===== src/rtl/tl_rx_error_report_ctrl.sv =====
// tl_rx_error_report_ctrl: classifies TLP header-check errors, drops bad TLPs and reports the highest-priority error.
// Optional first-error header log enabled by defining TL_RX_ERR_LOG_EN.
module tl_rx_error_report_ctrl (
  input  logic        clk,
  input  logic        rst_n,
  input  logic        chk_valid,
  output logic        chk_ready,
  input  logic        EP,
  input  logic        poisoned_en,
  input  logic        ecrc_err,
  input  logic        malformed_err,
  input  logic        ur_err,
  input  logic [15:0] hdr_id,
  output logic        err_valid,
  input  logic        err_ready,
  output logic [1:0]  err_code,
  output logic [15:0] err_id,
  output logic        tlp_drop,
  output logic [7:0]  poison_cnt
`ifdef TL_RX_ERR_LOG_EN
  ,
  input  logic        log_clr,
  output logic        log_valid,
  output logic [15:0] log_id
`endif
);
  typedef enum logic [1:0] {IDLE, EVAL, REPORT} state_t;
  state_t state;
  logic lat_ep, lat_pen, lat_ecrc, lat_mal, lat_ur;
  logic [15:0] lat_id;
  logic in_err, poison, any_err;
  logic [1:0] code;
  assign in_err  = malformed_err | ecrc_err | ur_err | (poisoned_en & EP);
  assign poison  = lat_ep & lat_pen;
  assign any_err = lat_mal | lat_ecrc | lat_ur | poison;
  assign code    = lat_mal ? 2'd3 : lat_ecrc ? 2'd2 : lat_ur ? 2'd1 : 2'd0;
  // tlp_drop is registered at acceptance so it is visible during the EVAL cycle
  always_ff @(posedge clk) begin
    if (!rst_n) begin
      state      <= IDLE;
      chk_ready  <= 1'b1;
      err_valid  <= 1'b0;
      err_code   <= 2'd0;
      err_id     <= 16'd0;
      tlp_drop   <= 1'b0;
      poison_cnt <= 8'd0;
      lat_ep     <= 1'b0;
      lat_pen    <= 1'b0;
      lat_ecrc   <= 1'b0;
      lat_mal    <= 1'b0;
      lat_ur     <= 1'b0;
      lat_id     <= 16'd0;
    end else begin
      case (state)
        IDLE: if (chk_valid) begin
          state     <= EVAL;
          chk_ready <= 1'b0;
          tlp_drop  <= in_err;
          lat_ep    <= EP;
          lat_pen   <= poisoned_en;
          lat_ecrc  <= ecrc_err;
          lat_mal   <= malformed_err;
          lat_ur    <= ur_err;
          lat_id    <= hdr_id;
        end
        EVAL: begin
          tlp_drop <= 1'b0;
          if (poison && poison_cnt != 8'hff) poison_cnt <= poison_cnt + 8'd1;
          if (any_err) begin
            state     <= REPORT;
            err_valid <= 1'b1;
            err_code  <= code;
            err_id    <= lat_id;
          end else begin
            state     <= IDLE;
            chk_ready <= 1'b1;
          end
        end
        REPORT: if (err_ready) begin
          state     <= IDLE;
          chk_ready <= 1'b1;
          err_valid <= 1'b0;
          err_code  <= 2'd0;
          err_id    <= 16'd0;
        end
        default: state <= IDLE;
      endcase
    end
  end
`ifdef TL_RX_ERR_LOG_EN
  // sticky log of the first error; clear takes precedence over capture
  always_ff @(posedge clk) begin
    if (!rst_n || log_clr) begin
      log_valid <= 1'b0;
      log_id    <= 16'd0;
    end else if (state == EVAL && any_err && !log_valid) begin
      log_valid <= 1'b1;
      log_id    <= lat_id;
    end
  end
`endif
endmodule


===== config.mk =====
export PLATFORM = sky130hd
export DESIGN_NAME = tl_rx_error_report_ctrl
export DESIGN_NICKNAME = d
export VERILOG_FILES = /design/src/rtl/tl_rx_error_report_ctrl.sv
export SDC_FILE = /design/constraint.sdc
export NUM_CORES = 1
export LEC_CHECK = 0
export BUFFER_PORTS_ARGS = -buffer_cell sky130_fd_sc_hd__buf_2
export CAP_MARGIN = 20
export CORE_ASPECT_RATIO = 1.75
export CORE_UTILIZATION = 45
export DETAILED_ROUTE_END_ITERATION = 16
export HOLD_SLACK_MARGIN = 0.12
export MAX_ROUTING_LAYER = met4
export PLACE_DENSITY = 0.81
export REMOVE_ABC_BUFFERS = 1
export SETUP_SLACK_MARGIN = 0.3
export SLEW_MARGIN = 40
export SYNTH_ARGS = -nofsm -noshare
export SYNTH_HDL_FRONTEND = slang
export SYNTH_SLANG_ARGS = --single-unit

===== constraint.sdc =====
create_clock -name clk -period 2.7 [get_ports clk]
set_input_delay 0.54 -clock clk [delete_from_list [all_inputs] [get_ports clk]]
set_output_delay 0.54 -clock clk [all_outputs]
set_load 0.05 [all_outputs]

==> Yosys cells after proc, flatten, opt, wreduce, memory -nomap -nowiden <==
Cells that the tools add are included.
{ "word_totals": {"in_bits": 25, "regBits": 52} }
{ "classes": {"add_sub_neg": 1, "n_mux": 21, "n_bitwise": 8, "n_eq_ne": 7, "n_reduce_logical": 11} }
{ "op_table": {"columns": ["operator", "count"], "rows": [
  ["2-to-1 mux 16 bit", 2],
  ["case mux 16 bit (2 select lines)", 1],
  ["2-to-1 mux 2 bit", 6],
  ["adder 8 x 1 -> 8 bit (second input constant)", 1],
  ["!= test 2 bit (second input constant)", 4],
  ["!= test 8 bit (second input constant)", 1],
  ["AND reduction 2 bit", 4],
  ["2-to-1 mux 1 bit", 7],
  ["bitwise OR 1 bit", 6],
  ["case mux 2 bit (3 select lines)", 1],
  ["case mux 1 bit (2 select lines)", 2],
  ["case mux 2 bit (2 select lines)", 1],
  ["AND reduction 4 bit", 1],
  ["nonzero test 2 bit", 2],
  ["case mux 1 bit (3 select lines)", 1],
  ["AND reduction 3 bit", 1],
  ["nonzero test 3 bit", 1],
  ["bitwise AND 1 bit", 2],
  ["== test 2 x 1 -> 1 bit (second input constant)", 1],
  ["== test 2 bit (second input constant)", 1],
  ["zero test 2 bit", 1],
  ["logical AND 1 bit", 1]
]} }

==> Longest topological paths before layout <==
{ "logic_depth": {"ltp_word": 5, "depth_mapped": 7, "mapped_depth_nobuf": 6} }

==> Least setup slack after synthesis <==
No wires, ideal clock.
{ "synth_timing": {"kind": "reg2reg", "startpoint": "register state[0]", "endpoint": "register err_code[1]", "setup_time_ns": 0.060, "stages_incl_launch_ff": 8, "arrival_ns": 1.688, "setup_slack_ns": 0.952, "required_ns": 2.640, "path_buffers": 1, "path_cell_list": "dfxtp_1 inv_1 ha_1 nor2b_1 inv_1 a221oi_4 buf_6 a22o_1"} }
{ "synth_between": {"elab_chain_cells": 3, "elab_cells_between_ends": 7, "classes_between": "eq/ne: 4; mux: 1; reduce/logical: 2"} }
{ "synth_lines": {"columns": ["element", "line_no", "source"], "rows": [
  ["start, declared", "28", "state_t state;"],
  ["start signal, assigned", "40", "state <= IDLE;"],
  ["start signal, assigned", "56", "state <= EVAL;"],
  ["start signal, assigned", "70", "state <= REPORT;"],
  ["== test 2 x 1 -> 1 bit or == test 2 bit (tied branches)", "54", "case (state)"],
  ["!= test 2 bit (no source line) or nonzero test 2 bit (tied branches)", null, null],
  ["AND reduction 3 bit (no source line)", null, null],
  ["end signal, assigned", "72", "err_code <= code;"],
  ["end, declared", "16", "output logic [1:0] err_code,"]
]} }
Several ways; a longest one is shown, not always the timed one.
A chain may end at the register's enable or synchronous reset.

==> Final worst setup path <==
{ "layout_timing": {"startpoint": "register state[0]", "endpoint": "register err_code[0]"} }
Same word-level chain as after synthesis.

==> key figures <==
Drt
  • DR iter-0 viols: 44
  • First drt pass iteration count: 10
  • # DRC: 1
  • Number of nets with antenna violations after routing: 0
  • Vias: 1781
  • Routed wire per std cell: 13.57 um
  • Vias per cell: 5.446
  • Post-Route WL: 4.436 mm

Yosys
  • Post-Synthesis Cells: 219
  • Yosys reg bits: 52
  • Yosys cell types: 37
  • Average cell area after synthesis: 9.267 um^2
  • Ys Warns: 0
  • Seq/Total Area, Yosys: 51.29%
  • Cell Area, Synth: 0.002029 mm^2

STA
  • Crit share post-route: 80.78%
  • Final setup TNS: 0 ns
  • Final hold viol count: 0
  • Post-Route Skew: 0.007480 ns
  • Slew margin rel.: 45.27%
  • Max Slew Vio Count: 0
  • F_max: 458.5 MHz
  • Unrepaired setup endpoints after global routing: no
  • # setup viols final: 0
  • Slew @ Worst Pin: 0.8209 ns
  • Fin crit period: 2.181 ns

GRT
  • First-pass GRT wire length: 7.348 mm
  • Gr usage total: 20.73%
  • Vias in the first global route: 1703
  • Grt ovf: 0
  • Pin count of the biggest net entering global routing: 22
  • Initial antenna violation count: 0

Power and ir drop
  • Switching Power: 0.3919 mW
  • Total power: 1.471 mW
  • Logic pwr share: 13.3%
  • Share of power burned in registers: 56.0%
  • Pwr/cell area: 600.8 mW/mm^2
  • Peak supply drop: 0.6153 mV
  • Switch share: 26.64%
  • Clock power frac: 30.7%
  • Leak Pwr: 1.092 nW
  • Pint: 1.079 mW

Die
  • Die height: 90.84 um
  • Die area: 0.004793 mm^2
  • Area of the core: 0.004364 mm^2
  • Die X: 52.77 um
  • # rows: 32
  • Initial core utilization: 46.50%
  • I/O pins: 54

Clock network
  • Hold_buf cts: 0
  • Clock buffer depth: 2
  • Num CTS Buffers: 5
  • Clock Tree Root: clkbuf_8
  • Worst-path clk slew: 0.09 ns
  • CTS tree: done
  • Worst skew pair latency: 0.30 ns
  • CTS-repair resized insts: 0
  • Postcts setup bufs: 0
  • H-tree depth: 2
  • Sinks on the clock net: 52

Finish
  • Nets@finish: 305
  • # fillers: 409
  • Diodes inserted: 0
  • FF/Latch Area: 0.001041 mm^2
  • Layout cells sized above 1: 26.09%
  • Synth-to-Final Area Change: 20.65%
  • Multi-input gate area: 913.4 um^2

Placed design
  • DPL Wire Length: 3.239 mm
  • Gpl congestion: 0.7845
  • Buffers on Ports: 53

Setup path
  • WS Path Type: reg -> reg
  • CP startpoint kind: flop
  • Critical path endpoint category: flop
  • WP data required: 2.95 ns
  • WP data arrival: 2.43 ns
  • Worst-path fanout max: 18

Worst hold path
  • Hold Crit Class: reg -> reg

Run
  • Max-cap viol count: 0

Run status
  • Failing checks: design-rule violations
  • Status: finished with violations
[layout by cell type (no fill, tap or decap), drive strengths merged]
master / n
a211oi: 1
ha: 5
and2: 1
clkinvlp: 1
nand2b: 3
xor2: 1
and4: 1
nor2: 10
o211ai: 1
buf: 58
or3: 1
dfxtp: 52
o311ai: 1
nor3b: 1
nand3: 5
clkbuf: 7
or2: 1
and3: 1
a31oi: 3
a21oi: 24
nor3: 2
o21bai: 1
nor2b: 4
nand4: 2
a22o: 18
a21o: 1
a2111oi: 2
o21ai: 5
inv: 8
mux2i: 5
a221oi: 2
nand2: 48
[cell type report]
cell class	count	share of cell area (%)
Inverter	8	1.226
Sequential cell	52	42.51
Multi-Input combinational cell	150	37.30
Tap cell	51	2.606
Clock buffer	7	3.526
Timing Repair Buffer	58	12.52
Clock inverter	1	0.3066
[cells in the mapped netlist, drive strengths merged]
cell     count  area share (%)
o311ai       1            0.43
or3          1            0.31
mux2i        5             2.5
and4         1            0.49
a221oi       2             1.7
o211ai       1            0.37
clkbuf       6             1.1
inv          8             1.5
xor2         1            0.43
nand3        5             1.2
a211oi       1            0.37
ha           5             3.1
buf          3             1.1
o21bai       1            0.37
a21oi       24             5.9
a31oi        3            0.92
nand2       48             8.9
o21ai        5             1.2
and3         1            0.31
and2         1            0.31
nor2        10             1.8
or2          1            0.31
nor3         2            0.49
nor2b        4             1.4
nor3b        1            0.62
dfxtp       52              51
nand4        2            0.62
a2111oi      2             1.8
a22o        18             7.8
nand2b       3            0.92
a21o         1            0.37
[cells by family after synthesis]
family / after synthesis / share of synthesized area (%)
adder cells (fa/ha/maj): 5 / 3.083
XOR/XNOR: 1 / 0.4316
AO/OA/AOI/OAI: 59 / 21.33
buffers and inverters: 17 / 3.699
AND/OR/NAND/NOR: 80 / 17.69
multiplexers: 5 / 2.466
flip-flops: 52 / 51.29
[power by group through the flow]
stage / clock (mW) / combinational, mW / sequential, mW
2_1_floorplan: 0 / 0.0949 / 0.872
3_3_place_gp: 0 / 0.187 / 0.840
3_5_place_dp: 0 / 0.192 / 0.842
4_1_cts: 0.459 / 0.193 / 0.824
5_1_grt: 0.487 / 0.216 / 0.828
6_report: 0.451 / 0.196 / 0.824
[stage by stage]
step           instance area [um^2]  instances  worst slack [ns]  hold WS [ns]  utilization, %
2_1_floorplan                  1984        210            0.8656        0.4366               -
4_1_cts                        2437        326            0.5192        0.4619           55.85
3_5_place_dp                   2344        318            0.5395        0.4492           53.70
6_report                       2449        327            0.5189        0.4612           56.11
3_3_place_gp                   2344        318            0.6477        0.4425           53.70
5_1_grt                        2449        327            0.3534        0.4662           56.11
[flip-flops by register name, indices dropped and copies added (netlist names)]
signal      count
err_id         16
state           2
tlp_drop        1
err_code        2
lat_mal         1
poison_cnt      8
lat_id         16
lat_pen         1
lat_ur          1
lat_ep          1
lat_ecrc        1
chk_ready       1
err_valid       1
[final timing paths]
| kind | start | end | slack [ns] | depth (start not counted) |
|---|---|---|---|---|
| max | state[0] | err_code[0] | 0.52 | 6 |
| min | lat_id[14] | lat_id[14] | 0.46 | 2 |
| max reg2reg | state[0] | err_code[0] | 0.52 | 6 |
| min reg2reg | lat_id[14] | lat_id[14] | 0.46 | 2 |
[layer usage]
metal / vias to the layer above / wire length [um] / track usage [%] / part of all wire, %
met3: 6 / 215 / 4.209 / 4.8
met1: 843 / 1813 / 22.67 / 41
met5: - / 0 / - / 0
met4: 0 / 52 / 6.140 / 1.2
met2: 57 / 2354 / 36.18 / 53
li1: 875 / - / - / -
[worst max-delay path, stage by stage (launching register included)]
cell      delay, ns
dfxtp_1        0.35
inv_1          0.09
ha_1           0.29
nor2b_1        0.28
inv_1          0.12
a221oi_4       0.74
a22o_2         0.27
(Power assumes the default switching activity.)
